--- src/rtl/om_scan.sv ---
`default_nettype none
// ---------------------------------------------------------------------------
// om_scan : sweeps the three OM score maps, emits above-threshold detections
//           and clears every visited word behind the scan.
// Revision : 1.0
// ---------------------------------------------------------------------------
module om_scan #(
  parameter logic [12:0] LAST_23 = 13'd3599,
  parameter logic [12:0] LAST_19 = 13'd3919,
  parameter logic [12:0] LAST_17 = 13'd4151,
  parameter int          RD_LAT  = 2
) (
  input  logic        iClk,
  input  logic        iReset_n,
  input  logic        iStart,
  input  logic [31:0] iThreshold,
  input  logic [31:0] iData_from_OM_23x23,
  input  logic [31:0] iData_from_OM_19x19,
  input  logic [31:0] iData_from_OM_17x17,
  input  logic        iReady,
  output logic        oRun_PostP,
  output logic [12:0] oAddr_PostP_OM_23x23,
  output logic [12:0] oAddr_PostP_OM_19x19,
  output logic [12:0] oAddr_PostP_OM_17x17,
  output logic        oWrreq_PostP_OM_23x23,
  output logic        oWrreq_PostP_OM_19x19,
  output logic        oWrreq_PostP_OM_17x17,
  output logic [31:0] oZr_to_OM_23x23,
  output logic [31:0] oZr_to_OM_19x19,
  output logic [31:0] oZr_to_OM_17x17,
  output logic        oValid,
  output logic [1:0]  oScale,
  output logic [12:0] oAddr_Hit,
  output logic [31:0] oScore,
  output logic        oBusy,
  output logic        oDone
);

  typedef enum logic [2:0] {
    S_IDLE = 3'd0,
    S_RD   = 3'd1,
    S_WAIT = 3'd2,
    S_EMIT = 3'd3,
    S_CLR  = 3'd4,
    S_DONE = 3'd5
  } state_t;

  localparam logic [7:0] c_rdLat = 8'(RD_LAT);

  state_t             r_state;
  state_t             w_nextState;
  logic [12:0]        r_addr;
  logic signed [31:0] r_thr;
  logic [31:0]        r_q23;
  logic [31:0]        r_q19;
  logic [31:0]        r_q17;
  logic [2:0]         r_pend;
  logic [7:0]         r_waitCnt;

  logic [2:0]  w_hit;
  logic [2:0]  w_sel;
  logic [1:0]  w_recScale;
  logic [31:0] w_recScore;
  logic        w_recValid;
  logic        w_handshake;
  logic        w_waitDone;
  logic        w_busy;

  // Scale order in r_pend: bit0 = 23x23, bit1 = 19x19, bit2 = 17x17.
  always_comb begin
    w_hit[0] = (r_addr <= LAST_23) && ($signed(iData_from_OM_23x23) > r_thr);
    w_hit[1] = (r_addr <= LAST_19) && ($signed(iData_from_OM_19x19) > r_thr);
    w_hit[2] = (r_addr <= LAST_17) && ($signed(iData_from_OM_17x17) > r_thr);
  end

  always_comb begin
    w_sel      = 3'b000;
    w_recScale = 2'd0;
    w_recScore = 32'd0;
    if (r_pend[0]) begin
      w_sel      = 3'b001;
      w_recScale = 2'd0;
      w_recScore = r_q23;
    end else if (r_pend[1]) begin
      w_sel      = 3'b010;
      w_recScale = 2'd1;
      w_recScore = r_q19;
    end else if (r_pend[2]) begin
      w_sel      = 3'b100;
      w_recScale = 2'd2;
      w_recScore = r_q17;
    end
  end

  assign w_recValid  = (r_state == S_EMIT) && (r_pend != 3'b000);
  assign w_handshake = w_recValid && iReady;
  assign w_waitDone  = (r_waitCnt >= c_rdLat);
  assign w_busy      = (r_state == S_RD) || (r_state == S_WAIT) ||
                       (r_state == S_EMIT) || (r_state == S_CLR);

  always_comb begin
    w_nextState = r_state;
    case (r_state)
      S_IDLE: if (iStart) w_nextState = S_RD;
      S_RD:   w_nextState = S_WAIT;
      S_WAIT: if (w_waitDone) w_nextState = S_EMIT;
      S_EMIT: begin
        if (r_pend == 3'b000)
          w_nextState = S_CLR;
        else if (w_handshake && ((r_pend & ~w_sel) == 3'b000))
          w_nextState = S_CLR;
      end
      S_CLR:  w_nextState = (r_addr == LAST_17) ? S_DONE : S_RD;
      S_DONE: w_nextState = S_IDLE;
      default: w_nextState = S_IDLE;
    endcase
  end

  always_ff @(posedge iClk) begin
    if (!iReset_n) begin
      r_state   <= S_IDLE;
      r_addr    <= 13'd0;
      r_thr     <= 32'sd0;
      r_q23     <= 32'd0;
      r_q19     <= 32'd0;
      r_q17     <= 32'd0;
      r_pend    <= 3'b000;
      r_waitCnt <= 8'd0;
    end else begin
      r_state <= w_nextState;
      case (r_state)
        S_IDLE: begin
          if (iStart) begin
            r_thr  <= $signed(iThreshold);
            r_addr <= 13'd0;
          end
        end
        S_RD: r_waitCnt <= 8'd1;
        S_WAIT: begin
          r_waitCnt <= r_waitCnt + 8'd1;
          if (w_waitDone) begin
            r_q23  <= iData_from_OM_23x23;
            r_q19  <= iData_from_OM_19x19;
            r_q17  <= iData_from_OM_17x17;
            r_pend <= w_hit;
          end
        end
        S_EMIT: if (w_handshake) r_pend <= r_pend & ~w_sel;
        S_CLR: begin
          r_pend <= 3'b000;
          if (r_addr != LAST_17) r_addr <= r_addr + 13'd1;
        end
        default: ;
      endcase
    end
  end

  // Outputs are forced low for as long as reset is held, not just after the edge.
  assign oRun_PostP            = iReset_n & w_busy;
  assign oBusy                 = iReset_n & w_busy;
  assign oDone                 = iReset_n & (r_state == S_DONE);
  assign oAddr_PostP_OM_23x23  = iReset_n ? r_addr : 13'd0;
  assign oAddr_PostP_OM_19x19  = iReset_n ? r_addr : 13'd0;
  assign oAddr_PostP_OM_17x17  = iReset_n ? r_addr : 13'd0;
  assign oWrreq_PostP_OM_23x23 = iReset_n & (r_state == S_CLR) & (r_addr <= LAST_23);
  assign oWrreq_PostP_OM_19x19 = iReset_n & (r_state == S_CLR) & (r_addr <= LAST_19);
  assign oWrreq_PostP_OM_17x17 = iReset_n & (r_state == S_CLR) & (r_addr <= LAST_17);
  assign oZr_to_OM_23x23       = 32'd0;
  assign oZr_to_OM_19x19       = 32'd0;
  assign oZr_to_OM_17x17       = 32'd0;
  assign oValid                = iReset_n & w_recValid;
  assign oScale                = (iReset_n && w_recValid) ? w_recScale : 2'd0;
  assign oAddr_Hit             = (iReset_n && w_recValid) ? r_addr : 13'd0;
  assign oScore                = (iReset_n && w_recValid) ? w_recScore : 32'd0;

endmodule
`default_nettype wire

--- config.mk ---
export PLATFORM = sky130hd
export DESIGN_NAME = om_scan
export DESIGN_NICKNAME = d
export VERILOG_FILES = /design/src/rtl/om_scan.sv
export SDC_FILE = /design/constraint.sdc
export NUM_CORES = 1
export LEC_CHECK = 0
export CAP_MARGIN = 20
export CORE_UTILIZATION = 48
export CTS_CLUSTER_SIZE = 10
export DETAILED_ROUTE_END_ITERATION = 16
export GPL_TIMING_DRIVEN = 0
export PLACE_DENSITY = 0.93
export SETUP_SLACK_MARGIN = 0.4
export SYNTH_ARGS = -nofsm -noshare
export SYNTH_HDL_FRONTEND = slang
export SYNTH_SLANG_ARGS = --single-unit
--- constraint.sdc ---
create_clock -name iClk -period 2.9 [get_ports iClk]
set_input_delay 0.725 -clock iClk [delete_from_list [all_inputs] [get_ports iClk]]
set_output_delay 0.725 -clock iClk [all_outputs]
set_load 0.05 [all_outputs]
==> results.md, run 1 <==
* GRT Overall Usage at 0.319
* PortBufs at approximately 220
* Vias in the first global route at 10,600
* Root Driver: clkbuf_16
* Setup Crit Path Kind: reg -> out
* Seq/Total Area, Yosys at 0.298
* CTS Hold Bufs at 0
* Placed cells at around 2,000
* Final setup vio count at 12
* Post-Synth Adder-Cell Area at 0.120
* Initial core utilization at 0.491
* Layout cell share with drive strength beyond 1 at 0.288
* Status: complete, but fails checks
* DRT Pass-1 Iters at 9
* Power per cell area at approximately 380 nW/um^2
* Failing checks: negative setup slack
* Residual DRC at 0
* TritonCTS buffer count at 17
* Leading area contributor after synthesis: dfxtp_1
* Number of vias per cell at about 5.8
* 1st-iter DRT viols at 1,437
* FILL cells at 1,378
* Total gr overflow at 0
* CTS Buffer Depth at 2
* P_sw at between 1500 and 2000 uW
* Synth-to-layout area growth at 51.6%
* Core Box Area at approximately 21,000 um^2
* Per-cell routed wire length at 19.9 um
* Fmax achieved at approximately 340 MHz
* Largest family of logic cells by synthesized area: simple AND/OR/NAND/NOR gates
* Clock Power Share at 0.386
* Main synth FF type: dfxtp_1
* Die Footprint at around 22,000 um^2
* Fin nets at approximately 2,000
* Tmin final at about 3.0 ns
* Clk Latency, worst-skew pair at ~0.44 ns
* Async SR Flop Fraction at 0
* Switch share at 0.315
* Tightest slew margin relative to the limit at 0.545
* Syn Inst Count at ~1,400
* Post-Synthesis Mean Instance Area at ~7.5 um^2
* RSZ-0062 raised after global routing: yes
* Remaining antenna violation count at 0
* Worst path max stage delay at between 0.3 and 0.4 ns
* Cell variety after synth at between 60 and 70
* CP delay by family, top: simple AND/OR/NAND/NOR gates
* CP bufs+invs at 4
* Worst Slack Setup Final at -0.0804 ns
* Slowest cell on the critical path: dfxtp_2
* Core Rows at 53
* P_int at 4080 uW
* Syn Std Cell Area at 10,400 um^2
* DRT Wirelength at 41,000 um
* Critical Path Fanout Max at 5
* Chip Height at 149 um
* Critical-path cell list: buf_8 > and3b_2 > and2_4 > nand2_8 > inv_4 > and3_4 > clkbuf_16 > nand2_4 > o21ai_4 > buf_6
* LEAKAGE at between 0.007 and 0.008 uW
* Combinational cell fraction of total power at 0.244
* Routability cong. at between 0.9 and 1
* Synth Area in Simple Gates at 0.236
* WP data required at roughly 2.2 ns
* Chip width at about 150 um
* Io pins at about 320
* Clock sink total at between 150 and 200
* Fin Hold WS at 0.464 ns
* Seq cells post-synth at 155
* Max Slew Vio Count at 0
* Largest cells by area after synthesis: dfxtp_1 30%, nand2_1 12%, ha_1 12%
* TritonCTS clock tree: yes
* Final hold vios at 0
* Worst vdd ir at about 0.34 mV
* Sequential fraction of design power at 0.370
* Worst slew pin tran at a little under 0.7 ns
* Reg clk slew, reported paths at 0.06 ns
* Worst Path Arrival at between 2 and 2.5 ns
* Synth Warn # at 0
* Largest net degree at the start of global routing at 17
* Number of enable flip-flop cells after synthesis at 0
* Multiplexer area fraction after synthesis at 0
* Final HPWL DP at about 27,000 um
* Max_cap viols at 0
* Via Count at around 12,000
* Final period util at 1.03
* Fin Clk Skew at 0.00960 ns
* Share of Yosys cell area claimed by the top area cell type at 0.298
* Synth Area in Compound Gates at 0.199
* Worst min path class: reg -> reg
* Initial antenna violation count at 3
* Layout Cells excl Fill at 2,057
* Critical path endpoint category: primary output
* Xor and xnor fraction of the mapped netlist area at 0.0110
* Startpoint types: register
* First-pass GRT wire length at about 55,000 um
* Htree depth at 4
[Yosys cell counts, types with 11 or more instances]
cell type,n
a21boi_0,126
a21o_1,14
a21oi_1,94
and2_1,28
buf_1,11
buf_4,125
clkbuf_1,53
dfxtp_1,155
ha_1,99
inv_1,39
nand2_1,341
nand3_1,17
nand4_1,18
nor2_1,102
o21ai_0,33
[worst min-delay path, stage by stage (launching register included)]
cell,delay (ns)
dfxtp_1,0.31
nand2_1,0.05
a21boi_0,0.06
[cell families after synthesis]
family,Yosys count
adder cells (fa/ha/maj),100
buffers and inverters,237
other,1
XOR/XNOR,13
AO/OA/AOI/OAI,314
AND/OR/NAND/NOR,562
flip-flops,155
[power by group through the flow]
stage	combinational, uW	clock (uW)	sequential [uW]
finish	1450	2300	2200
global route	1540	2360	2210
CTS	1320	2270	2200
detailed placement	1260	0	2250
global placement	1220	0	2250
floorplan	855	0	2240
[placed cells by master (no fill, tap or decap), drive strengths merged, types with 10 or more instances in the layout]
cell type / n
o21ai: 34
buf: 275
conb: 96
nand2: 342
nand3: 17
nand4: 18
dlymetal6s2s: 39
inv: 39
a21oi: 96
clkbuf: 79
a21o: 14
and2: 32
ha: 99
nor2: 102
clkdlybuf4s50: 71
nor3: 10
dlygate4sd2: 24
a21boi: 129
dfxtp: 155
[per-stage QoR]
step	setup WS, ns	power (uW)	TNS [ns]	util	cell area [um^2]
4_1_cts	0.00709	5780	0	0.696	14700
3_3_place_gp	-0.577	3470	-27.47	0.643	13600
6_report	-0.0804	5950	-0.504	0.745	15800
2_1_floorplan	0.288	3100	0	-	11000
5_1_grt	-0.0743	6100	-0.577	0.745	15800
3_5_place_dp	-0.636	3510	-30.88	0.643	13600
[registers in the layout (all words and copies together), names as in the netlist]
name       cells
r_addr        13
r_pend         3
r_q17         32
r_q19         32
r_q23         32
r_state        3
r_thr         32
r_waitCnt      8
[metal layers]
metal / global-route usage / part of all wire / vias to the layer above / wire, um
li1: - / - / 5217 / -
met1: 0.377 / 0.35 / 5451 / 14300
met2: 0.532 / 0.46 / 926 / 19000
met3: 0.0676 / 0.11 / 282 / 4550
met4: 0.187 / 0.075 / 0 / 3100
met5: 0 / 0 / - / 0
[layout make-up]
type | instances | area, um^2 | share of cell area
diodes | 3 | 7.51 | 0.000476
plain buffers | 198 | 1420 | 0.0903
clock buffers | 21 | 470 | 0.0299
clock inverters | 11 | 119 | 0.00754
inverters | 39 | 149 | 0.00945
multi-input cells | 1085 | 7350 | 0.466
flip-flops and latches | 155 | 3130 | 0.199
well taps | 275 | 344 | 0.0218
repair buffers | 270 | 2770 | 0.176
[repair_timing]
| item | 4_1_cts | 5_1_grt |
|---|---|---|
| pin swaps | 53 | 71 |
| cloned | 1 | 3 |
| setup buffers | 23 | 20 |
| resized for setup | 639 | 260 |
| setup endpoints to repair | 121 | 154 |
[path summary, 6_finish.rpt]
check,startpoint,to,slack [ns],cells past startpoint
min,r_thr[21],r_thr[21],0.46,2
max,r_state[2],oScore[13],-0.08,10
max reg2reg,r_thr[14],r_pend[1],0.34,9
min reg2reg,r_thr[21],r_thr[21],0.46,2
No activity file was read; power rests on OpenSTA's default activity.
==> run 2, diff against run 1 <==
Settings changed: TNS_END_PERCENT set to 20.
==> results.md, run 2 (synthesis gave the netlist of run 1 again) <==
* Status: complete, but fails checks (unchanged)
* Failing checks: negative setup slack (unchanged)
* Worst min path class: reg -> reg (unchanged)
* Max_cap viols at 0 (unchanged)
* Hold EP: r_q17[27] (was r_thr[21])
* Fmax achieved at 340 MHz (was 336 MHz)
* 1st-iter DRT viols at 1,106 (was 1,437)
* Sequential fraction of design power at 0.374 (was 0.370)
* P_sw at 1810 uW (was 1880 uW)
* Final hold vios at 0 (unchanged)
* Root Driver: clkbuf_16 (unchanged)
* LEAKAGE at 0.00683 uW (was 0.00706 uW)
* R2R Setup Slk at 0.31 ns (was 0.34 ns)
* Worst Path Arrival at 2.22 ns (was 2.26 ns)
* Layout Cells excl Fill at 2,038 (was 2,057)
* Core Box Area at 21,200 um^2 (unchanged)
* Worst Slack Setup Final at -0.0432 ns (was -0.0804 ns)
* Core Rows at 53 (unchanged)
* Placed cells at 1,975 (unchanged)
* Power per cell area at 385 nW/um^2 (was 378 nW/um^2)
* P_int at 4070 uW (was 4080 uW)
* Final HPWL DP at 27,000 um (was 27,400 um)
* Power consumption at 5880 uW (was 5950 uW)
* Initial antenna violation count at 1 (was 3)
* Commonest non-fill, non-tap cell in the layout: nand2_1 (unchanged)
* CTS Hold Bufs at 0 (unchanged)
* Worst Reg-to-Reg Cells at 9 (unchanged)
* Routability cong. at 0.919 (was 0.904)
* Fin Hold WS at 0.464 ns (about the same)
* Post-Route Setup TNS at -0.290 ns (was -0.504 ns)
* Combinational cell fraction of total power at 0.240 (was 0.244)
* Clock Power Share at 0.385 (was 0.386)
* Critical R2R Launch: r_waitCnt[0] (was r_thr[14])
* Clk Latency, worst-skew pair at 0.44 ns (about the same)
* Switch share at 0.308 (was 0.315)
* GRT Overall Usage at 0.312 (was 0.319)
* Via Count at 11,300 (was 11,900)
* Die Footprint at 22,300 um^2 (unchanged)
* DRT Pass-1 Iters at 6 (was 9)
* FILL cells at 1,506 (was 1,378)
* Per-cell routed wire length at 18.7 um (was 19.9 um)
* Final period util at 1.01 (was 1.03)
* Max Slew Vio Count at 0 (unchanged)
* Clock sink total at 155 (unchanged)
* Fin Clk Skew at 0.00747 ns (was 0.00960 ns)
* Final setup vio count at 9 (was 12)
* Residual DRC at 0 (unchanged)
* Final core utilization at 0.722 (was 0.745)
* DRT Wirelength at 38,100 um (was 41,000 um)
* Reg clk slew, reported paths at 0.06 ns (about the same)
* Io pins at 321 (unchanged)
* Chip Height at 149 um (unchanged)
* TritonCTS buffer count at 17 (unchanged)
* Worst slew pin tran at 0.862 ns (was 0.681 ns)
* Remaining antenna violation count at 0 (unchanged)
* Largest net degree at the start of global routing at 17 (unchanged)
* Tightest slew margin relative to the limit at 0.423 (was 0.545)
* Total gr overflow at 0 (unchanged)
* Critical Path Fanout Max at 6 (was 5)
* RSZ-0062 raised after global routing: yes (unchanged)
* Number of vias per cell at 5.54 (was 5.77)
* PortBufs at 223 (unchanged)
* Htree depth at 4 (unchanged)
* Initial core utilization at 0.491 (unchanged)
* TritonCTS clock tree: yes (unchanged)
* Tmin final at 2.94 ns (was 2.98 ns)
* Commonest non-fill, non-tap cells in the layout: 327 x nand2_1, 172 x buf_4, 141 x dfxtp_1, 122 x a21boi_0, 96 x conb_1 (was 327 x nand2_1, 196 x buf_4, 142 x dfxtp_1, 122 x a21boi_0, 96 x conb_1)
* WP data required at 2.17 ns (about the same)
* CTS Buffer Depth at 2 (unchanged)
* Layout cell share with drive strength beyond 1 at 0.259 (was 0.288)
* First-pass GRT wire length at 53,500 um (was 54,700 um)
* Hold path start: r_q17[27] (was r_thr[21])
* Hold path depth at 2 (unchanged)
* Reg-to-reg endpoint: r_q23[3] (was r_pend[1])
* Vias in the first global route at 10,400 (was 10,600)
* Synth-to-layout area growth at 47.0% (was 51.6%)
* Setup Crit Path Kind: reg -> out (unchanged)
* Startpoint types: register (unchanged)
* Chip width at 149 um (unchanged)
* Critical path endpoint category: primary output (unchanged)
* Crit. Startpoint: r_pend[0] (was r_state[2])
* Fin nets at 1,980 (was 1,997)
* Worst vdd ir at 0.468 mV (was 0.338 mV)
-- run 2: layer usage --
layer / GRT usage / share of wire / vias up
met3: 0.0664 / 0.10 / 167
li1: - / - / 5168
met2: 0.530 / 0.48 / 743
met5: 0 / 0 / -
met1: 0.370 / 0.36 / 5222
met4: 0.156 / 0.053 / 0
-- run 2: how the worst max path moves through the flow --
stage	endpoint	slack [ns]	cells past startpoint
5_1_grt	oScore[8]	-0.07	10
4_1_cts	oScore[16]	0.01	7
2_1_floorplan	oWrreq_PostP_OM_17x17	0.29	4
3_5_place_dp	oScore[26]	-0.74	7
6_report	oScore[29]	-0.04	10
3_3_place_gp	oScore[24]	-0.66	7
-- run 2: what timing repair did --
item                       in CTS  in global routing
gates resized for setup       411                357
setup endpoints to repair     108                133
buffers inserted               10                 18
pin swaps                      12                 58
gates cloned                    1                  1
-- run 2: worst max-delay path, cell delays in order (launching register included) --
cell and delay, ns:
dfxtp_2 0.33, buf_8 0.12, or3_4 0.35, and2_4 0.18, nand2_8 0.09, inv_4 0.05
and3_4 0.17, clkbuf_16 0.18, nand2_4 0.08, o21ai_4 0.07, buf_6 0.16
-- run 2: metrics by stage --
stage / setup WS (ns) / instance area, um^2
final: -0.0432 / 15300
after global routing: -0.0675 / 15300
after CTS: 0.0104 / 14400
after detailed placement: -0.739 / 13600
after global placement: -0.660 / 13600
after floorplan: 0.288 / 11000
-- run 2: area by class of cell --
| cell class | count | area (um^2) | share of cell area |
|---|---|---|---|
| Multi-Input combinational cell | 1085 | 7060 | 0.462 |
| Sequential cell | 155 | 3130 | 0.205 |
| Timing Repair Buffer | 253 | 2610 | 0.171 |
| Buffer | 198 | 1400 | 0.0913 |
| Clock buffer | 22 | 474 | 0.0310 |
| Tap cell | 275 | 344 | 0.0225 |
| Inverter | 39 | 149 | 0.00974 |
| Clock inverter | 10 | 116 | 0.00761 |
| Antenna cell | 1 | 2.50 | 0.000164 |
-- run 2: power groups by stage --
stage / logic, uW / registers, uW / clock network [uW]
floorplan: 854 / 2240 / 0
global placement: 1220 / 2250 / 0
detailed placement: 1250 / 2250 / 0
CTS: 1280 / 2200 / 2240
global route: 1510 / 2210 / 2340
finish: 1410 / 2200 / 2270
